[src/rtl/decode_stage_pkg.sv]
// decode_stage_pkg
// Shared definitions for the decode stage: RV32 opcode constants, funct3/funct7
// codes, the ALU operation encoding driven on ex_alu_op, and small helpers that
// map arithmetic funct3 codes onto ALU operations.
// No ports (package).
package decode_stage_pkg;

    // Major opcodes recognised by the decoder
    localparam logic [6:0] INST_TYPE_I   = 7'b0010011;
    localparam logic [6:0] INST_TYPE_R_M = 7'b0110011;
    localparam logic [6:0] INST_TYPE_B   = 7'b1100011;
    localparam logic [6:0] INST_LUI      = 7'b0110111;

    // funct3 codes
    localparam logic [2:0] F3_ADD_SUB = 3'b000;
    localparam logic [2:0] F3_SLT     = 3'b010;
    localparam logic [2:0] F3_SLTU    = 3'b011;
    localparam logic [2:0] F3_XOR     = 3'b100;
    localparam logic [2:0] F3_OR      = 3'b110;
    localparam logic [2:0] F3_AND     = 3'b111;
    localparam logic [2:0] F3_BEQ     = 3'b000;
    localparam logic [2:0] F3_BNE     = 3'b001;

    // funct7 codes
    localparam logic [6:0] F7_BASE = 7'b0000000;
    localparam logic [6:0] F7_SUB  = 7'b0100000;

    // Operation code handed to the execution unit
    typedef enum logic [3:0] {
        ALU_ADD    = 4'd0,
        ALU_SUB    = 4'd1,
        ALU_SLT    = 4'd2,
        ALU_SLTU   = 4'd3,
        ALU_XOR    = 4'd4,
        ALU_OR     = 4'd5,
        ALU_AND    = 4'd6,
        ALU_PASS_B = 4'd7,
        ALU_BEQ    = 4'd8,
        ALU_BNE    = 4'd9
    } alu_op_e;

    // True for the funct3 codes this core implements on I-type and R-type
    // arithmetic (shifts are not supported and decode as illegal).
    function automatic logic f3_is_arith(input logic [2:0] f3);
        return (f3 == F3_ADD_SUB) || (f3 == F3_SLT) || (f3 == F3_SLTU) ||
               (f3 == F3_XOR) || (f3 == F3_OR) || (f3 == F3_AND);
    endfunction

    function automatic alu_op_e f3_to_alu(input logic [2:0] f3);
        case (f3)
            F3_SLT:  return ALU_SLT;
            F3_SLTU: return ALU_SLTU;
            F3_XOR:  return ALU_XOR;
            F3_OR:   return ALU_OR;
            F3_AND:  return ALU_AND;
            default: return ALU_ADD;
        endcase
    endfunction

endpackage

[src/rtl/decode_stage_if.sv]
// decode_stage_if
// ID/EX handshake bundle between the decode stage and the execution unit.
// master (decode): drives ex_valid and the ex_* payload, receives ex_ready.
// slave  (execute): receives ex_valid and the payload, drives ex_ready.
interface decode_stage_if
    import decode_stage_pkg::*;
#(
    parameter int XLEN   = 32,
    parameter int REG_AW = 5
);
    logic              ex_valid;
    logic              ex_ready;
    logic [XLEN-1:0]   ex_pc;
    logic [XLEN-1:0]   ex_op1;
    logic [XLEN-1:0]   ex_op2;
    logic [XLEN-1:0]   ex_imm;
    alu_op_e           ex_alu_op;
    logic [REG_AW-1:0] ex_rd_addr;
    logic              ex_rd_wen;
    logic              ex_is_branch;
    logic              ex_illegal;

    modport master (
        output ex_valid, ex_pc, ex_op1, ex_op2, ex_imm, ex_alu_op,
               ex_rd_addr, ex_rd_wen, ex_is_branch, ex_illegal,
        input  ex_ready
    );

    modport slave (
        input  ex_valid, ex_pc, ex_op1, ex_op2, ex_imm, ex_alu_op,
               ex_rd_addr, ex_rd_wen, ex_is_branch, ex_illegal,
        output ex_ready
    );
endinterface

[src/rtl/decode_ctrl.sv]
// decode_ctrl
// Purely combinational field decode of one 32-bit instruction.
// Ports:
//   inst        in   instruction word
//   alu_op      out  operation code for the execution unit
//   rs1_addr,
//   rs2_addr    out  register-file read addresses, 0 when the field is unused
//   rd_addr     out  destination register (0 when the instruction has none)
//   rd_wen      out  destination write enable (never set for rd=0)
//   op1_use_rs1 out  op1 takes rs1 data, otherwise 0
//   op2_use_rs2 out  op2 takes rs2 data, otherwise the immediate
//   imm         out  sign-extended immediate (0 when unused)
//   is_branch   out  conditional branch
//   illegal     out  unsupported encoding
module decode_ctrl
    import decode_stage_pkg::*;
#(
    parameter int XLEN   = 32,
    parameter int REG_AW = 5
) (
    input  logic [31:0]       inst,
    output alu_op_e           alu_op,
    output logic [REG_AW-1:0] rs1_addr,
    output logic [REG_AW-1:0] rs2_addr,
    output logic [REG_AW-1:0] rd_addr,
    output logic              rd_wen,
    output logic              op1_use_rs1,
    output logic              op2_use_rs2,
    output logic [XLEN-1:0]   imm,
    output logic              is_branch,
    output logic              illegal
);
    logic [6:0]        opcode;
    logic [2:0]        funct3;
    logic [6:0]        funct7;
    logic [REG_AW-1:0] rs1_field;
    logic [REG_AW-1:0] rs2_field;
    logic [REG_AW-1:0] rd_field;
    logic [XLEN-1:0]   imm_i;
    logic [XLEN-1:0]   imm_u;
    logic [XLEN-1:0]   imm_b;

    assign opcode    = inst[6:0];
    assign funct3    = inst[14:12];
    assign funct7    = inst[31:25];
    assign rs1_field = REG_AW'(inst[19:15]);
    assign rs2_field = REG_AW'(inst[24:20]);
    assign rd_field  = REG_AW'(inst[11:7]);

    // Sign-extending size casts keep this correct for any XLEN >= 32
    assign imm_i = XLEN'($signed(inst[31:20]));
    assign imm_u = XLEN'($signed({inst[31:12], 12'b0}));
    assign imm_b = XLEN'($signed({inst[31], inst[7], inst[30:25], inst[11:8], 1'b0}));

    // Everything defaults to the "illegal" shape (all zero, no write) so an
    // unrecognised encoding only has to raise the illegal flag.
    always_comb begin
        alu_op      = ALU_ADD;
        rs1_addr    = '0;
        rs2_addr    = '0;
        rd_addr     = '0;
        rd_wen      = 1'b0;
        op1_use_rs1 = 1'b0;
        op2_use_rs2 = 1'b0;
        imm         = '0;
        is_branch   = 1'b0;
        illegal     = 1'b0;

        case (opcode)
            INST_TYPE_I: begin
                if (f3_is_arith(funct3)) begin
                    alu_op      = f3_to_alu(funct3);
                    rs1_addr    = rs1_field;
                    op1_use_rs1 = 1'b1;
                    imm         = imm_i;
                    rd_addr     = rd_field;
                    rd_wen      = (rd_field != '0);
                end else begin
                    illegal = 1'b1;
                end
            end
            INST_TYPE_R_M: begin
                if ((funct7 == F7_BASE && f3_is_arith(funct3)) ||
                    (funct7 == F7_SUB && funct3 == F3_ADD_SUB)) begin
                    alu_op      = (funct7 == F7_SUB) ? ALU_SUB : f3_to_alu(funct3);
                    rs1_addr    = rs1_field;
                    rs2_addr    = rs2_field;
                    op1_use_rs1 = 1'b1;
                    op2_use_rs2 = 1'b1;
                    rd_addr     = rd_field;
                    rd_wen      = (rd_field != '0);
                end else begin
                    illegal = 1'b1;
                end
            end
            INST_LUI: begin
                alu_op  = ALU_PASS_B;
                imm     = imm_u;
                rd_addr = rd_field;
                rd_wen  = (rd_field != '0);
            end
            INST_TYPE_B: begin
                if (funct3 == F3_BEQ || funct3 == F3_BNE) begin
                    alu_op      = (funct3 == F3_BNE) ? ALU_BNE : ALU_BEQ;
                    rs1_addr    = rs1_field;
                    rs2_addr    = rs2_field;
                    op1_use_rs1 = 1'b1;
                    op2_use_rs2 = 1'b1;
                    imm         = imm_b;
                    is_branch   = 1'b1;
                end else begin
                    illegal = 1'b1;
                end
            end
            default: illegal = 1'b1;
        endcase
    end
endmodule

[src/rtl/decode_stage.sv]
// decode_stage
// Registered decode stage: decodes one instruction per cycle and holds the
// result in an ID/EX register with a valid/ready handshake toward execution.
// Optional feature: define DECODE_FWD_EN to forward the write-back port onto
// the operands in the capture cycle; otherwise wb_* is ignored and the
// register file must be write-first.
// Ports:
//   clk, rst            clock (rising edge), asynchronous active-high reset
//   if_valid, id_ready  fetch-side handshake
//   inst, if_pc         instruction word and its address
//   rs1_addr, rs2_addr  combinational register-file read addresses
//   rs1_data, rs2_data  register-file read data
//   wb_wen/addr/data    write-back port (forwarding only)
//   flush               kill the held and the incoming instruction
//   ex                  ID/EX bundle (decode_stage_if master)
module decode_stage
    import decode_stage_pkg::*;
#(
    parameter int XLEN   = 32,
    parameter int REG_AW = 5
) (
    input  logic              clk,
    input  logic              rst,
    input  logic              if_valid,
    output logic              id_ready,
    input  logic [31:0]       inst,
    input  logic [XLEN-1:0]   if_pc,
    output logic [REG_AW-1:0] rs1_addr,
    output logic [REG_AW-1:0] rs2_addr,
    input  logic [XLEN-1:0]   rs1_data,
    input  logic [XLEN-1:0]   rs2_data,
    input  logic              wb_wen,
    input  logic [REG_AW-1:0] wb_addr,
    input  logic [XLEN-1:0]   wb_data,
    input  logic              flush,
    decode_stage_if.master    ex
);
    alu_op_e           dec_alu_op;
    logic [REG_AW-1:0] dec_rd_addr;
    logic              dec_rd_wen;
    logic              dec_op1_use_rs1;
    logic              dec_op2_use_rs2;
    logic [XLEN-1:0]   dec_imm;
    logic              dec_is_branch;
    logic              dec_illegal;
    logic [XLEN-1:0]   rs1_val;
    logic [XLEN-1:0]   rs2_val;
    logic              accept;

    logic              ex_valid_q,     ex_valid_d;
    logic [XLEN-1:0]   ex_pc_q,        ex_pc_d;
    logic [XLEN-1:0]   ex_op1_q,       ex_op1_d;
    logic [XLEN-1:0]   ex_op2_q,       ex_op2_d;
    logic [XLEN-1:0]   ex_imm_q,       ex_imm_d;
    alu_op_e           ex_alu_op_q,    ex_alu_op_d;
    logic [REG_AW-1:0] ex_rd_addr_q,   ex_rd_addr_d;
    logic              ex_rd_wen_q,    ex_rd_wen_d;
    logic              ex_is_branch_q, ex_is_branch_d;
    logic              ex_illegal_q,   ex_illegal_d;

    decode_ctrl #(.XLEN(XLEN), .REG_AW(REG_AW)) u_ctrl (
        .inst        (inst),
        .alu_op      (dec_alu_op),
        .rs1_addr    (rs1_addr),
        .rs2_addr    (rs2_addr),
        .rd_addr     (dec_rd_addr),
        .rd_wen      (dec_rd_wen),
        .op1_use_rs1 (dec_op1_use_rs1),
        .op2_use_rs2 (dec_op2_use_rs2),
        .imm         (dec_imm),
        .is_branch   (dec_is_branch),
        .illegal     (dec_illegal)
    );

`ifdef DECODE_FWD_EN
    // x0 is never forwarded: a write-back addressed to x0 carries no value
    assign rs1_val = (wb_wen && wb_addr == rs1_addr && rs1_addr != '0) ? wb_data : rs1_data;
    assign rs2_val = (wb_wen && wb_addr == rs2_addr && rs2_addr != '0) ? wb_data : rs2_data;
`else
    logic unused_wb;
    assign unused_wb = ^{wb_wen, wb_addr, wb_data};
    assign rs1_val   = rs1_data;
    assign rs2_val   = rs2_data;
`endif

    assign id_ready = !ex_valid_q || ex.ex_ready;
    assign accept   = if_valid && id_ready;

    // Load a new bundle on a transfer unless flush kills it; otherwise hold,
    // which keeps ex_* stable while execution stalls.
    always_comb begin
        ex_pc_d        = ex_pc_q;
        ex_op1_d       = ex_op1_q;
        ex_op2_d       = ex_op2_q;
        ex_imm_d       = ex_imm_q;
        ex_alu_op_d    = ex_alu_op_q;
        ex_rd_addr_d   = ex_rd_addr_q;
        ex_rd_wen_d    = ex_rd_wen_q;
        ex_is_branch_d = ex_is_branch_q;
        ex_illegal_d   = ex_illegal_q;

        if (accept && !flush) begin
            ex_pc_d        = if_pc;
            ex_op1_d       = dec_op1_use_rs1 ? rs1_val : '0;
            ex_op2_d       = dec_op2_use_rs2 ? rs2_val : dec_imm;
            ex_imm_d       = dec_imm;
            ex_alu_op_d    = dec_alu_op;
            ex_rd_addr_d   = dec_rd_addr;
            ex_rd_wen_d    = dec_rd_wen;
            ex_is_branch_d = dec_is_branch;
            ex_illegal_d   = dec_illegal;
        end

        if (flush) begin
            ex_valid_d = 1'b0;
        end else if (accept) begin
            ex_valid_d = 1'b1;
        end else if (ex.ex_ready) begin
            ex_valid_d = 1'b0;
        end else begin
            ex_valid_d = ex_valid_q;
        end
    end

    // ID/EX pipeline register
    always_ff @(posedge clk or posedge rst) begin
        if (rst) begin
            ex_valid_q     <= 1'b0;
            ex_pc_q        <= '0;
            ex_op1_q       <= '0;
            ex_op2_q       <= '0;
            ex_imm_q       <= '0;
            ex_alu_op_q    <= ALU_ADD;
            ex_rd_addr_q   <= '0;
            ex_rd_wen_q    <= 1'b0;
            ex_is_branch_q <= 1'b0;
            ex_illegal_q   <= 1'b0;
        end else begin
            ex_valid_q     <= ex_valid_d;
            ex_pc_q        <= ex_pc_d;
            ex_op1_q       <= ex_op1_d;
            ex_op2_q       <= ex_op2_d;
            ex_imm_q       <= ex_imm_d;
            ex_alu_op_q    <= ex_alu_op_d;
            ex_rd_addr_q   <= ex_rd_addr_d;
            ex_rd_wen_q    <= ex_rd_wen_d;
            ex_is_branch_q <= ex_is_branch_d;
            ex_illegal_q   <= ex_illegal_d;
        end
    end

    assign ex.ex_valid     = ex_valid_q;
    assign ex.ex_pc        = ex_pc_q;
    assign ex.ex_op1       = ex_op1_q;
    assign ex.ex_op2       = ex_op2_q;
    assign ex.ex_imm       = ex_imm_q;
    assign ex.ex_alu_op    = ex_alu_op_q;
    assign ex.ex_rd_addr   = ex_rd_addr_q;
    assign ex.ex_rd_wen    = ex_rd_wen_q;
    assign ex.ex_is_branch = ex_is_branch_q;
    assign ex.ex_illegal   = ex_illegal_q;
endmodule

[src/flat_wrapper.sv]
// flat-port wrapper written by rule: the top's interface ports become plain ports
module decode_stage_flat import decode_stage_pkg::*;
#(
    parameter int XLEN   = 32,
    parameter int REG_AW = 5
)
  (clk, rst, if_valid, id_ready, inst, if_pc, rs1_addr, rs2_addr, rs1_data, rs2_data, wb_wen, wb_addr, wb_data, flush, ex_ex_valid, ex_ex_pc, ex_ex_op1, ex_ex_op2, ex_ex_imm, ex_ex_alu_op, ex_ex_rd_addr, ex_ex_rd_wen, ex_ex_is_branch, ex_ex_illegal, ex_ex_ready);
  decode_stage_if #(.XLEN(XLEN), .REG_AW(REG_AW)) ex_i ();
  input  logic clk;
  input  logic rst;
  input  logic if_valid;
  output logic id_ready;
  input  logic [31:0] inst;
  input  logic [XLEN-1:0] if_pc;
  output logic [REG_AW-1:0] rs1_addr;
  output logic [REG_AW-1:0] rs2_addr;
  input  logic [XLEN-1:0] rs1_data;
  input  logic [XLEN-1:0] rs2_data;
  input  logic wb_wen;
  input  logic [REG_AW-1:0] wb_addr;
  input  logic [XLEN-1:0] wb_data;
  input  logic flush;
  output wire logic [$bits(ex_i.ex_valid)-1:0] ex_ex_valid;
  output wire logic [$bits(ex_i.ex_pc)-1:0] ex_ex_pc;
  output wire logic [$bits(ex_i.ex_op1)-1:0] ex_ex_op1;
  output wire logic [$bits(ex_i.ex_op2)-1:0] ex_ex_op2;
  output wire logic [$bits(ex_i.ex_imm)-1:0] ex_ex_imm;
  output wire logic [$bits(ex_i.ex_alu_op)-1:0] ex_ex_alu_op;
  output wire logic [$bits(ex_i.ex_rd_addr)-1:0] ex_ex_rd_addr;
  output wire logic [$bits(ex_i.ex_rd_wen)-1:0] ex_ex_rd_wen;
  output wire logic [$bits(ex_i.ex_is_branch)-1:0] ex_ex_is_branch;
  output wire logic [$bits(ex_i.ex_illegal)-1:0] ex_ex_illegal;
  input wire logic [$bits(ex_i.ex_ready)-1:0] ex_ex_ready;
  assign ex_ex_valid = ex_i.ex_valid;
  assign ex_ex_pc = ex_i.ex_pc;
  assign ex_ex_op1 = ex_i.ex_op1;
  assign ex_ex_op2 = ex_i.ex_op2;
  assign ex_ex_imm = ex_i.ex_imm;
  assign ex_ex_alu_op = ex_i.ex_alu_op;
  assign ex_ex_rd_addr = ex_i.ex_rd_addr;
  assign ex_ex_rd_wen = ex_i.ex_rd_wen;
  assign ex_ex_is_branch = ex_i.ex_is_branch;
  assign ex_ex_illegal = ex_i.ex_illegal;
  assign ex_i.ex_ready = ex_ex_ready;
  decode_stage #(.XLEN(XLEN), .REG_AW(REG_AW)) u_core (.clk(clk), .rst(rst), .if_valid(if_valid), .id_ready(id_ready), .inst(inst), .if_pc(if_pc), .rs1_addr(rs1_addr), .rs2_addr(rs2_addr), .rs1_data(rs1_data), .rs2_data(rs2_data), .wb_wen(wb_wen), .wb_addr(wb_addr), .wb_data(wb_data), .flush(flush), .ex(ex_i));
endmodule
[config.mk]
export PLATFORM = sky130hd
export DESIGN_NAME = decode_stage_flat
export DESIGN_NICKNAME = d
export VERILOG_FILES = /design/src/rtl/decode_stage_pkg.sv /design/src/rtl/decode_stage_if.sv /design/src/rtl/decode_ctrl.sv /design/src/rtl/decode_stage.sv /design/src/flat_wrapper.sv
export SDC_FILE = /design/constraint.sdc
export NUM_CORES = 1
export LEC_CHECK = 0
export CAP_MARGIN = 20
export CORE_MARGIN = 5
export CORE_UTILIZATION = 35
export CTS_CLUSTER_SIZE = 30
export DETAILED_ROUTE_END_ITERATION = 10
export PLACE_DENSITY = 0.73
export SLEW_MARGIN = 20
export SYNTH_ARGS = -nofsm -noshare
export SYNTH_HDL_FRONTEND = slang
export SYNTH_SLANG_ARGS = --single-unit
export TNS_END_PERCENT = 100
[constraint.sdc]
create_clock -name clk -period 14.7 [get_ports clk]
set_input_delay 2.94 -clock clk [delete_from_list [all_inputs] [get_ports clk]]
set_output_delay 2.94 -clock clk [all_outputs]
set_load 0.01 [all_outputs]
Word level (Yosys, flattened, before mapping)
Cells that the tools add are included.
{"block": "op_classes", "n_eq_ne": 11, "n_mux": 38, "n_reduce_logical": 18}
{"cell": "$mux 32", "n": 4}
{"cell": "$pmux 32 s3", "n": 1}
{"cell": "$mux 5", "n": 7}
{"cell": "$pmux 5 s3", "n": 2}
{"cell": "$eq 7x6->1 const B", "n": 3}
{"cell": "$pmux 4 s4", "n": 1}
{"cell": "$pmux 3 s5", "n": 1}
{"cell": "$mux 1", "n": 13}
{"cell": "$mux 4", "n": 3}
{"cell": "$pmux 5 s2", "n": 1}
{"cell": "$eq 3x3->1 const B", "n": 3}
{"cell": "$logic_or 1x1->1", "n": 8}
{"cell": "$eq 7x5->1 const B", "n": 1}
{"cell": "$eq 7x7->1 const B", "n": 1}
{"cell": "$logic_not 7->1", "n": 1}
{"cell": "$eq 3x2->1 const B", "n": 2}
{"cell": "$pmux 1 s3", "n": 2}
{"cell": "$reduce_bool 5->1", "n": 1}
{"cell": "$logic_and 1x1->1", "n": 4}
{"cell": "$pmux 1 s4", "n": 1}
{"cell": "$eq 3x1->1 const B", "n": 1}
{"cell": "$logic_not 3->1", "n": 1}
{"cell": "$mux 3", "n": 1}
{"cell": "$reduce_bool 3->1", "n": 1}
{"cell": "other kinds (2)", "n": 3}
{"block": "word_totals", "ff_bits": 141, "inputBits": 171, "output_inout_bits": 152, "wordCells": 77}

Longest topological paths before layout
Gate-level depths: netlist of the first run.
{"block": "logic_depth", "word_depth": 11, "depth_mapped": 8, "mapped_depth_nobuf": 5}

Cells and area by module
From an unflattened synthesis of the first run, not the netlist that was laid out.
{"block": "hier_totals", "cells_unflattened": 518, "area_unflattened_um2": 6638.9}
{"module": "decode_stage", "instances": 1, "cells_each": 405, "area_each_um2": 5861.9, "seq_area_each_um2": 3528.4}
{"module": "decode_ctrl", "instances": 1, "cells_each": 113, "area_each_um2": 777.0, "seq_area_each_um2": 0.0}

Worst setup path after synthesis of the first run
Ideal clock, no wire load.
{"block": "synth_path", "path_kind": "in2out", "from": "in inst[4]", "to": "out rs1_addr[0]", "arrival_time_ps": 4109, "required_ps": 11760, "path_slack_ps": 7651, "path_stages": 7, "n_path_buf": 2, "cell_sequence": "nand3b_1 -> or3_1 -> buf_2 -> nand2_1 -> o21ai_2 -> buf_6 -> nor2_1"}
{"block": "synth_via", "elab_chain_len": 2, "word_cells_on_any_way": 4, "classes_between": "3 x eq/ne; 1 x mux"}
{"item": "start: declaration", "line": "flat_wrapper.sv:13", "source": "input logic [31:0] inst;"}
{"item": "$eq 7x7->1 (tied with other cells)", "line": "decode_ctrl.sv:69", "source": "case (opcode)"}
{"item": "$pmux 5 s3 *", "line": "decode_ctrl.sv:69"}
{"item": "end: declaration", "line": "flat_wrapper.sv:15", "source": "output logic [REG_AW-1:0] rs1_addr;"}
Every way passes the cells marked *; elsewhere a longest branch is shown, timed or not.

Worst setup path in the final report of the first run
{"block": "layout_path", "from": "in inst[4]", "to": "out rs2_addr[1]"}
{"block": "layout_via", "elab_chain_len": 2, "word_cells_on_any_way": 3, "classes_between": "2 x eq/ne; 1 x mux"}
{"item": "$eq 7x7->1 / $eq 7x6->1 (equally long branches)", "line": "decode_ctrl.sv:69"}
{"item": "$pmux 5 s2 *", "line": "decode_ctrl.sv:69"}
{"item": "end: declaration", "line": "flat_wrapper.sv:16", "source": "output logic [REG_AW-1:0] rs2_addr;"}
Marks and branches as above.

==> reports/qor.csv, run 1 <==
stage;metric;value;unit
outcome;status;completed;
critical_path;reg2reg_depth;6;
routing;drc;0;
sta;setup_tns;0;ns
die;die_x;144;um
logic_synthesis;ys_ff_latch;141;
critical_path;cp-start-kind;primary input;
logic_synthesis;synth_edf_count;0;
cts;tritoncts;done;
sta;finalSetupViolations;0;
logic_synthesis;yosysUniqueCellTypes;53;
routing;drt_iter0_markers;309;
die;die_h;144;um
power;power.density;110;nW/um2
critical_path;crit_cells;6;
logic_synthesis;synth_area;6250;um2
sta;fin_worst_skew;0.00581;ns
global_route;grt_max_degree;101;
logic_synthesis;synthCells;667;
cts;cts_resized;0;
die;core;17400;um2
critical_path;r2r_slack;11.97;ns
critical_path;crit_required;11.76;ns
cts;clock-root-buffer;clkbuf_16;
routing;viasPerCell;5.01;
routing;routed.top_layer;met4;
logic_synthesis;ys.warnings.count;0;
cts;path_clk_slew;0.06;ns
routing;detail_route.wl_per_cell;18.4;um
critical_path;cpLargestDelayFamily;buffers and inverters;
placed_design;io_buffers;284;
routing;ant_nets;0;
cts;cts_hold_buf;0;
layout;final_util;56.1;%
sta;post-route-period-util;57.7;%
die;core.rowCount;48;
power;ir_drop;73.2;uV
sta;period_needed;8.48;ns
cts;clock-sinks;141;
placed_design;dpl.hpwl;15400;um
sta;tightest_slew;1.09;ns
critical_path;end_kind;primary output;
cts;cts_setup_buffers;0;
routing;num_vias;5863;
logic_synthesis;async_flop_share;100;%
logic_synthesis;synth.avg_cell_area;9.37;um2
routing;met2WireLength;10400;um
global_route;overflow;0;
global_route;grt_usage;20.6;%
cts;cts_inserted_buffers;17;
routing;firstDrtPassIters;4;
critical_path;slowest_stage;o21ai_4;
cts;htree_levels;4;
sta;rsz0062_at_grt;no;
layout;n_antenna_cell;0;
routing;routed_wl;21600;um
logic_synthesis;ys_seq_area_share;56.4;%
layout;final_common_cell;clkdlybuf4s50_1;
critical_path;cpMostUsedCell;clkdlybuf4s50_1;
layout;final_nets;1104;
routing;met1Wirelength;8830;um
power;leakage;4.19;nW
placed_design;gp_congestion;0.812;
power;power.total;1.08;mW
critical_path;worst-path-max-fanout;21;
worst_hold_path;hold_path_depth;2;
layout;final_cell_mix;284 x clkdlybuf4s50_1, 204 x nand2_1, 141 x dfrtp_1;
die;start_util;35.9;%
cts;clkLatencyLatePin;0.41;ns
worst_hold_path;hold_path_class;flop to flop;
flow_run;drv_cap;0;
routing;wl_met3;2050;um
sta;slew_viol_final;0;
logic_synthesis;syn_nets;838;
critical_path;cp_num_buf_inv;2;
critical_path;critical_path_arrival;5.54;ns
layout;finalNonFillerCells;1171;
die;io_pins;323;
global_route;antenna_found_initial;0;
layout;drive_gt1_share;7.19;%
placed_design;dp.cells;1139;
logic_synthesis;ys.flop_type;dfrtp_1;
cts;clock_path_buffers;2;
die;dieArea;20600;um2
layout;syn2layout_area_growth;56.2;%
critical_path;crit_type;primary input to primary output;
sta;max-slew-margin-rel;27.5;%
global_route;grt_pass1_vias;5785;
global_route;grt_pass1_wl;32800;um
critical_path;slowest_delay;0.59;ns
sta;fmax;118;MHz
sta;finalHoldViolCount;0;
critical_path;crit_chain;clkdlybuf4s50_1 -> nor2b_1 -> nand2_1 -> o21ai_4 -> and3_1 -> clkdlybuf4s50_1;
-- registers in the layout (all words and copies together), names as in the netlist --
name	flops
u_core.ex.ex_imm	32
u_core.ex.ex_valid	1
u_core.ex.ex_op1	32
u_core.ex.ex_rd_addr	5
u_core.ex.ex_pc	32
u_core.ex.ex_is_branch	1
u_core.ex.ex_illegal	1
u_core.ex.ex_alu_op	4
u_core.ex.ex_op2	32
u_core.ex.ex_rd_wen	1
-- worst min-delay path, stage by stage, from the launching register on --
cell and delay [ns]:
dfrtp_1 0.34, nand2_1 0.05, nand2_1 0.05
-- final cells by class --
class | instances | area [um2]
Multi-Input combinational cell | 454 | 2360
Sequential cell | 141 | 3530
Clock inverter | 13 | 130
Timing Repair Buffer | 292 | 2900
Tap cell | 225 | 282
Fill cell | 1559 | 7650
Clock buffer | 19 | 453
Inverter | 27 | 106
-- Yosys cell counts (3+ instances only) --
master      n  area [um2]
buf_1       8        30.0
clkbuf_2    3        15.0
nand2b_1    4        25.0
buf_6       7        78.8
nand2_1   204         766
nor3_1      3        15.0
a221oi_2   11         165
nor2_1     73         274
a21oi_1    30         150
o21ai_0    47         235
clkbuf_1   14        52.6
dfrtp_1   141        3530
inv_1      27         101
a32oi_1    10        87.6
nand3_1     4        20.0
nor2b_1     3        18.8
a221oi_1   13         114
and3_1      8        50.1
a22o_1      6        52.6
buf_2      10        50.1
-- worst paths after layout --
path,startpoint,to
max in group asynchronous,rst,u_core.ex.ex_imm[3]
worst min-delay path,u_core.ex.ex_pc[31],u_core.ex.ex_pc[31]
worst max-delay path,inst[4],rs2_addr[1]
worst max register to register,u_core.ex.ex_valid,u_core.ex.ex_op1[9]
worst min register to register,u_core.ex.ex_pc[31],u_core.ex.ex_pc[31]
min in group asynchronous,rst,u_core.ex.ex_pc[11]
-- power breakdown --
group	switching [mW]	internal, mW	total (mW)
clock network	0.180	0.246	0.426
registers	0.0188	0.424	0.442
logic	0.0960	0.115	0.211
-- per-layer routing --
metal | global-route usage [%] | up-vias
met5 | 0 | -
met4 | 5.60 | 0
met3 | 6.76 | 22
met2 | 33.8 | 260
met1 | 26.4 | 2804
li1 | - | 2777
-- cells by family (layout without fill, tap and decap cells) --
| kind of cell | Yosys count | count (layout) | share of synthesized area, % |
|---|---|---|---|
| DFF | 141 | 141 | 56.4 |
| xor gates and xnor gates | 1 | 1 | 0.140 |
| and+or+nand+nor | 315 | 315 | 21.4 |
| buffers and inverters | 72 | 351 | 5.92 |
| AOI/OAI and AO/OA | 138 | 138 | 16.1 |
-- through the flow --
stage | hold slack (ns) | setup WS, ns | area, um2
5_1_grt | 0.496 | 6.08 | 9770
4_1_cts | 0.478 | 6.27 | 9770
3_3_place_gp | 0.457 | 6.32 | 9180
3_5_place_dp | 0.463 | 6.29 | 9180
6_report | 0.474 | 6.22 | 9770
2_1_floorplan | 0.514 | 7.65 | 6250
Note: power is estimated with default switching activity, not from simulation.
==> run 2, diff against run 1 <==
Clock period 14.7 ns to 7.85 ns, I/O delays scaled along.
==> reports/qor.csv, run 2 (synthesized netlist as in run 1, its figures left out) <==
stage;metric;value;unit;change
outcome;status;completed;;unchanged
die;dieArea;20600;um2;unchanged
cts;cts_setup_buffers;0;;unchanged
critical_path;worst-path-max-fanout;21;;unchanged
cts;clock_path_buffers;2;;unchanged
power;ir_drop;141;uV;was 73.2 uV
global_route;grt_usage;20.5;%;was 20.6%
critical_path;cp_num_buf_inv;2;;unchanged
layout;final_common_cell;clkdlybuf4s50_1;;unchanged
critical_path;end_kind;primary output;;unchanged
layout;nFillCells;1554;;was 1,559
power;power.density;210;nW/um2;was 110 nW/um2
layout;n_antenna_cell;0;;unchanged
sta;tightest_slew;1.04;ns;was 1.09 ns
cts;cts_resized;0;;unchanged
critical_path;cp-start-kind;primary input;;unchanged
cts;htree_levels;4;;unchanged
cts;cts_inserted_buffers;17;;unchanged
power;clockPowerShare;40.3;%;was 39.5%
routing;viasPerCell;4.95;;was 5.01
global_route;overflow;0;;unchanged
critical_path;cpLargestDelayFamily;buffers and inverters;;unchanged
critical_path;crit_type;primary input to primary output;;unchanged
cts;clkLatencyLatePin;0.41;ns;about the same
cts;cts_hold_buf;0;;unchanged
routing;firstDrtPassIters;4;;unchanged
power;switching_power;531;uW;was 295 uW
die;core;17400;um2;unchanged
routing;drc;0;;unchanged
sta;setup_tns;0;ns;unchanged
sta;max-slew-margin-rel;30.5;%;was 27.5%
layout;syn2layout_area_growth;56.5;%;was 56.2%
critical_path;critical_path_arrival;4.17;ns;was 5.54 ns
sta;slew_viol_final;0;;unchanged
critical_path;crit_required;6.28;ns;was 11.76 ns
sta;period_needed;5.74;ns;
power;leakage;4.20;nW;was 4.19 nW
layout;final_cell_mix;284 x clkdlybuf4s50_1, 204 x nand2_1, 141 x dfrtp_1;;unchanged
sta;rsz0062_at_grt;no;;unchanged
routing;num_vias;5791;;was 5,863
sta;finalSetupViolations;0;;unchanged
critical_path;slowest_delay;0.56;ns;was 0.59 ns
die;die_h;144;um;unchanged
global_route;grt_pass1_vias;5930;;was 5,785
critical_path;crit_chain;clkdlybuf4s50_1 -> nor2b_1 -> nand2_1 -> o21ai_4 -> and3_1 -> clkdlybuf4s50_1;;unchanged
power;power_frac_comb;19.3;%;was 19.5%
die;core.rowCount;48;;unchanged
worst_hold_path;hold_path_class;flop to flop;;unchanged
layout;final_nets;1103;;was 1,104
placed_design;io_buffers;284;;unchanged
sta;finalHoldViolCount;0;;unchanged
layout;drive_gt1_share;7.09;%;was 7.19%
placed_design;gp_congestion;0.772;;was 0.812
sta;fin_worst_skew;0.00449;ns;was 0.00581 ns
sta;fmax;174;MHz;
die;die_x;144;um;unchanged
routing;detail_route.wl_per_cell;18.4;um;about the same
placed_design;dpl.hpwl;15400;um;about the same
cts;clock-root-buffer;clkbuf_16;;unchanged
power;seqPwrFrac;40.4;%;was 41.0%
layout;design_area;9780;um2;was 9770 um2
critical_path;cpMostUsedCell;clkdlybuf4s50_1;;unchanged
placed_design;dpl-instance-area;9180;um2;about the same
global_route;antenna_found_initial;0;;unchanged
die;io_pins;323;;unchanged
routing;drt_iter0_markers;269;;was 309
global_route;grt_max_degree;96;;was 101
critical_path;slowest_stage;o21ai_4;;unchanged
routing;routed_wl;21500;um;was 21,600 um
power;power.internal;1.52;mW;was 784 uW
routing;ant_nets;0;;unchanged
cts;tritoncts;done;;unchanged
power;switching_share;25.9;%;was 27.3%
sta;post-route-period-util;73.1;%;
power;power.total;2.05;mW;was 1.08 mW
die;start_util;35.9;%;unchanged
cts;clock-sinks;141;;unchanged
flow_run;drv_cap;0;;unchanged
sta;worst_hold_slack;0.473;ns;was 0.474 ns
global_route;grt_pass1_wl;32800;um;about the same
cts;path_clk_slew;0.06;ns;about the same
## run 2: power groups by stage
stage / combinational [mW] / sequential, mW / clock (mW)
after floorplan: 0.116 / 0.872 / 0
after global placement: 0.396 / 0.838 / 0
after detailed placement: 0.400 / 0.841 / 0
after CTS: 0.402 / 0.829 / 0.848
after global routing: 0.430 / 0.837 / 0.883
final: 0.395 / 0.828 / 0.827
## run 2: tightest hold or removal path: stages, from the launching register on
cell and delay [ns]:
dfrtp_1 0.34, nand2_1 0.05, nand2_1 0.06
## run 2: per-stage QoR
| stage | utilization, % | worst slack [ns] | std cells |
|---|---|---|---|
| 6_report | 56.2 | 2.11 | 1170 |
| 3_3_place_gp | 52.7 | 2.18 | 1138 |
| 2_1_floorplan | - | 2.50 | 667 |
| 4_1_cts | 56.2 | 2.18 | 1170 |
| 3_5_place_dp | 52.7 | 2.19 | 1138 |
| 5_1_grt | 56.2 | 1.99 | 1170 |
## run 2: cell type report
class,count,area [um2],area share [%]
flip-flops and latches,141,3530,36.1
clock buffers,19,443,4.53
repair buffers,291,2900,29.6
inverters,27,106,1.09
clock inverters,13,164,1.68
multi-input cells,454,2360,24.2
well taps,225,282,2.88
## run 2: layer usage
layer / part of all wire (%) / routed length [um] / vias up / global-route usage [%]
li1: - / - / 2769 / -
met1: 40 / 8580 / 2750 / 25.2
met2: 48 / 10400 / 242 / 34.3
met3: 10 / 2140 / 30 / 7.02
met4: 1.9 / 412 / 0 / 6.34
met5: 0 / 0 / - / 0
## run 2: final timing paths
check,from,end,slack (ns),cells after the start
max reg2reg,u_core.ex.ex_valid,u_core.ex.ex_op2[24],5.37,6
min,u_core.ex.ex_pc[2],u_core.ex.ex_pc[2],0.47,2
min reg2reg,u_core.ex.ex_pc[2],u_core.ex.ex_pc[2],0.47,2
max,inst[4],rs2_addr[1],2.11,6
max in group asynchronous,rst,u_core.ex.ex_imm[3],4.79,3
min in group asynchronous,rst,u_core.ex.ex_pc[12],1.64,2
==> run 3, diff against run 2 <==
Clock period 7.85 ns to 5.4 ns, I/O delays scaled along.
==> reports/qor.csv, run 3 (synthesized netlist as in run 1, its figures left out) <==
stage;metric;value;unit;change
routing;drc;0;;unchanged
critical_path;crit_start;inst[5];;was inst[4]
cts;cts_setup_buffers;0;;unchanged
die;io_pins;323;;unchanged
routing;ant_nets;0;;unchanged
routing;wl_met3;1980;um;was 2140 um
layout;final_util;56.3;%;was 56.2%
cts;clock-sinks;141;;unchanged
layout;final_cell_mix;284 x clkdlybuf4s50_1, 204 x nand2_1, 141 x dfrtp_1;;unchanged
sta;setup_tns;0;ns;unchanged
sta;max-slew-margin-rel;33.5;%;was 30.5%
global_route;overflow;0;;unchanged
layout;drive_gt1_share;7.29;%;was 7.09%
routing;detail_route.wl_per_cell;18.4;um;about the same
critical_path;critical_path_arrival;3.47;ns;was 4.17 ns
cts;clock_path_buffers;2;;unchanged
global_route;antenna_found_initial;0;;unchanged
cts;path_clk_slew;0.06;ns;about the same
cts;tritoncts;done;;unchanged
sta;post-route-period-util;84.2;%;
cts;htree_levels;4;;unchanged
routing;routed.top_layer;met4;;unchanged
sta;fmax;220;MHz;
critical_path;cp-start-kind;primary input;;unchanged
critical_path;worstReg2RegEnd;u_core.ex.ex_op2[26];;was u_core.ex.ex_op2[24]
power;leakage;4.21;nW;was 4.20 nW
worst_hold_path;min_to;u_core.ex.ex_pc[20];;was u_core.ex.ex_pc[2]
routing;met2WireLength;10400;um;about the same
layout;final_common_cell;clkdlybuf4s50_1;;unchanged
cts;clkLatencyLatePin;0.42;ns;was 0.41 ns
critical_path;crit_type;primary input to primary output;;unchanged
layout;syn2layout_area_growth;56.8;%;was 56.5%
power;power.density;302;nW/um2;was 210 nW/um2
global_route;grt_pass1_wl;33400;um;was 32,800 um
routing;firstDrtPassIters;4;;unchanged
die;dieArea;20600;um2;unchanged
sta;rsz0062_at_grt;no;;unchanged
die;start_util;35.9;%;unchanged
die;core.rowCount;48;;unchanged
worst_hold_path;min_from;u_core.ex.ex_pc[20];;was u_core.ex.ex_pc[2]
critical_path;worst-path-max-fanout;11;;was 21
outcome;status;completed;;unchanged
worst_hold_path;hold_path_class;flop to flop;;unchanged
critical_path;reg2reg_depth;6;;unchanged
routing;drt_iter0_markers;357;;was 269
die;die_x;144;um;unchanged
global_route;grt_usage;20.9;%;was 20.5%
sta;finalHoldViolCount;0;;unchanged
critical_path;r2r_start;u_core.ex.ex_valid;;unchanged
critical_path;end_kind;primary output;;unchanged
cts;cts_hold_buf;0;;unchanged
layout;nFillCells;1564;;was 1,554
sta;slew_viol_final;0;;unchanged
routing;met1Wirelength;8930;um;was 8580 um
routing;routed_wl;21600;um;was 21,500 um
layout;final_nets;1105;;was 1,103
cts;clock-root-buffer;clkbuf_16;;unchanged
placed_design;dpl.hpwl;15400;um;about the same
die;die_h;144;um;unchanged
global_route;grt_max_degree;142;;was 96
placed_design;gp_congestion;0.815;;was 0.772
layout;n_antenna_cell;0;;unchanged
sta;tightest_slew;0.997;ns;was 1.04 ns
die;core;17400;um2;unchanged
sta;period_needed;4.55;ns;
sta;fin_worst_skew;0.0117;ns;was 0.00449 ns
flow_run;drv_cap;0;;unchanged
critical_path;r2r_slack;3.14;ns;was 5.37 ns
layout;regArea;3530;um2;unchanged
layout;multiInputGateArea;2360;um2;about the same
placed_design;io_buffers;284;;unchanged
power;ir_drop;207;uV;was 141 uV
sta;finalSetupViolations;0;;unchanged
critical_path;crit_required;4.32;ns;was 6.28 ns
worst_hold_path;hold_path_depth;2;;unchanged
cts;cts_resized;0;;unchanged
global_route;grt_pass1_vias;5812;;was 5,930
cts;cts_inserted_buffers;17;;unchanged
routing;num_vias;5811;;was 5,791
routing;viasPerCell;4.96;;was 4.95
==> run 3: report_power, final <==
part | internal (mW) | total, mW | switching [mW]
Clock | 0.700 | 1.18 | 0.481
Combinational | 0.313 | 0.573 | 0.260
Sequential | 1.15 | 1.21 | 0.0524
==> run 3: final cells by class <==
type                            instances  share of cell area, %
Clock buffer                           18                   4.48
Clock inverter                         14                   1.61
Inverter                               27                   1.09
Multi-Input combinational cell        454                   24.1
Sequential cell                       141                   36.0
Tap cell                              225                   2.87
Timing Repair Buffer                  293                   29.8
==> run 3: stage by stage <==
step	instance area, um2	hold WS [ns]	worst slack, ns	cells	power (mW)
after CTS	9800	0.476	0.857	1172	3.00
after floorplan	6250	0.514	0.539	667	1.44
after global routing	9800	0.494	0.709	1172	3.10
after detailed placement	9200	0.461	0.867	1140	1.80
final	9800	0.471	0.852	1172	2.96
after global placement	9200	0.456	0.878	1140	1.80
==> run 3: how the worst max path moves through the flow <==
stage	to
global placement	rs1_addr[3]
detailed placement	rs1_addr[1]
CTS	rs1_addr[1]
global route	rs1_addr[2]
floorplan	u_core.ex.ex_alu_op[0]
finish	rs1_addr[1]
==> run 3: metal layers <==
metal,track usage [%],vias to the layer above
met5,0,-
met4,6.19,0
met3,6.66,22
met2,34.6,237
met1,26.3,2785
li1,-,2767
==> run 3: worst max-delay path, stage by stage <==
cell,delay [ns]
clkdlybuf4s50_1,0.67
nand3b_1,0.15
or3_1,0.47
nand2_1,0.22
o21ai_2,0.17
nor2_1,0.16
clkdlybuf4s50_1,0.55
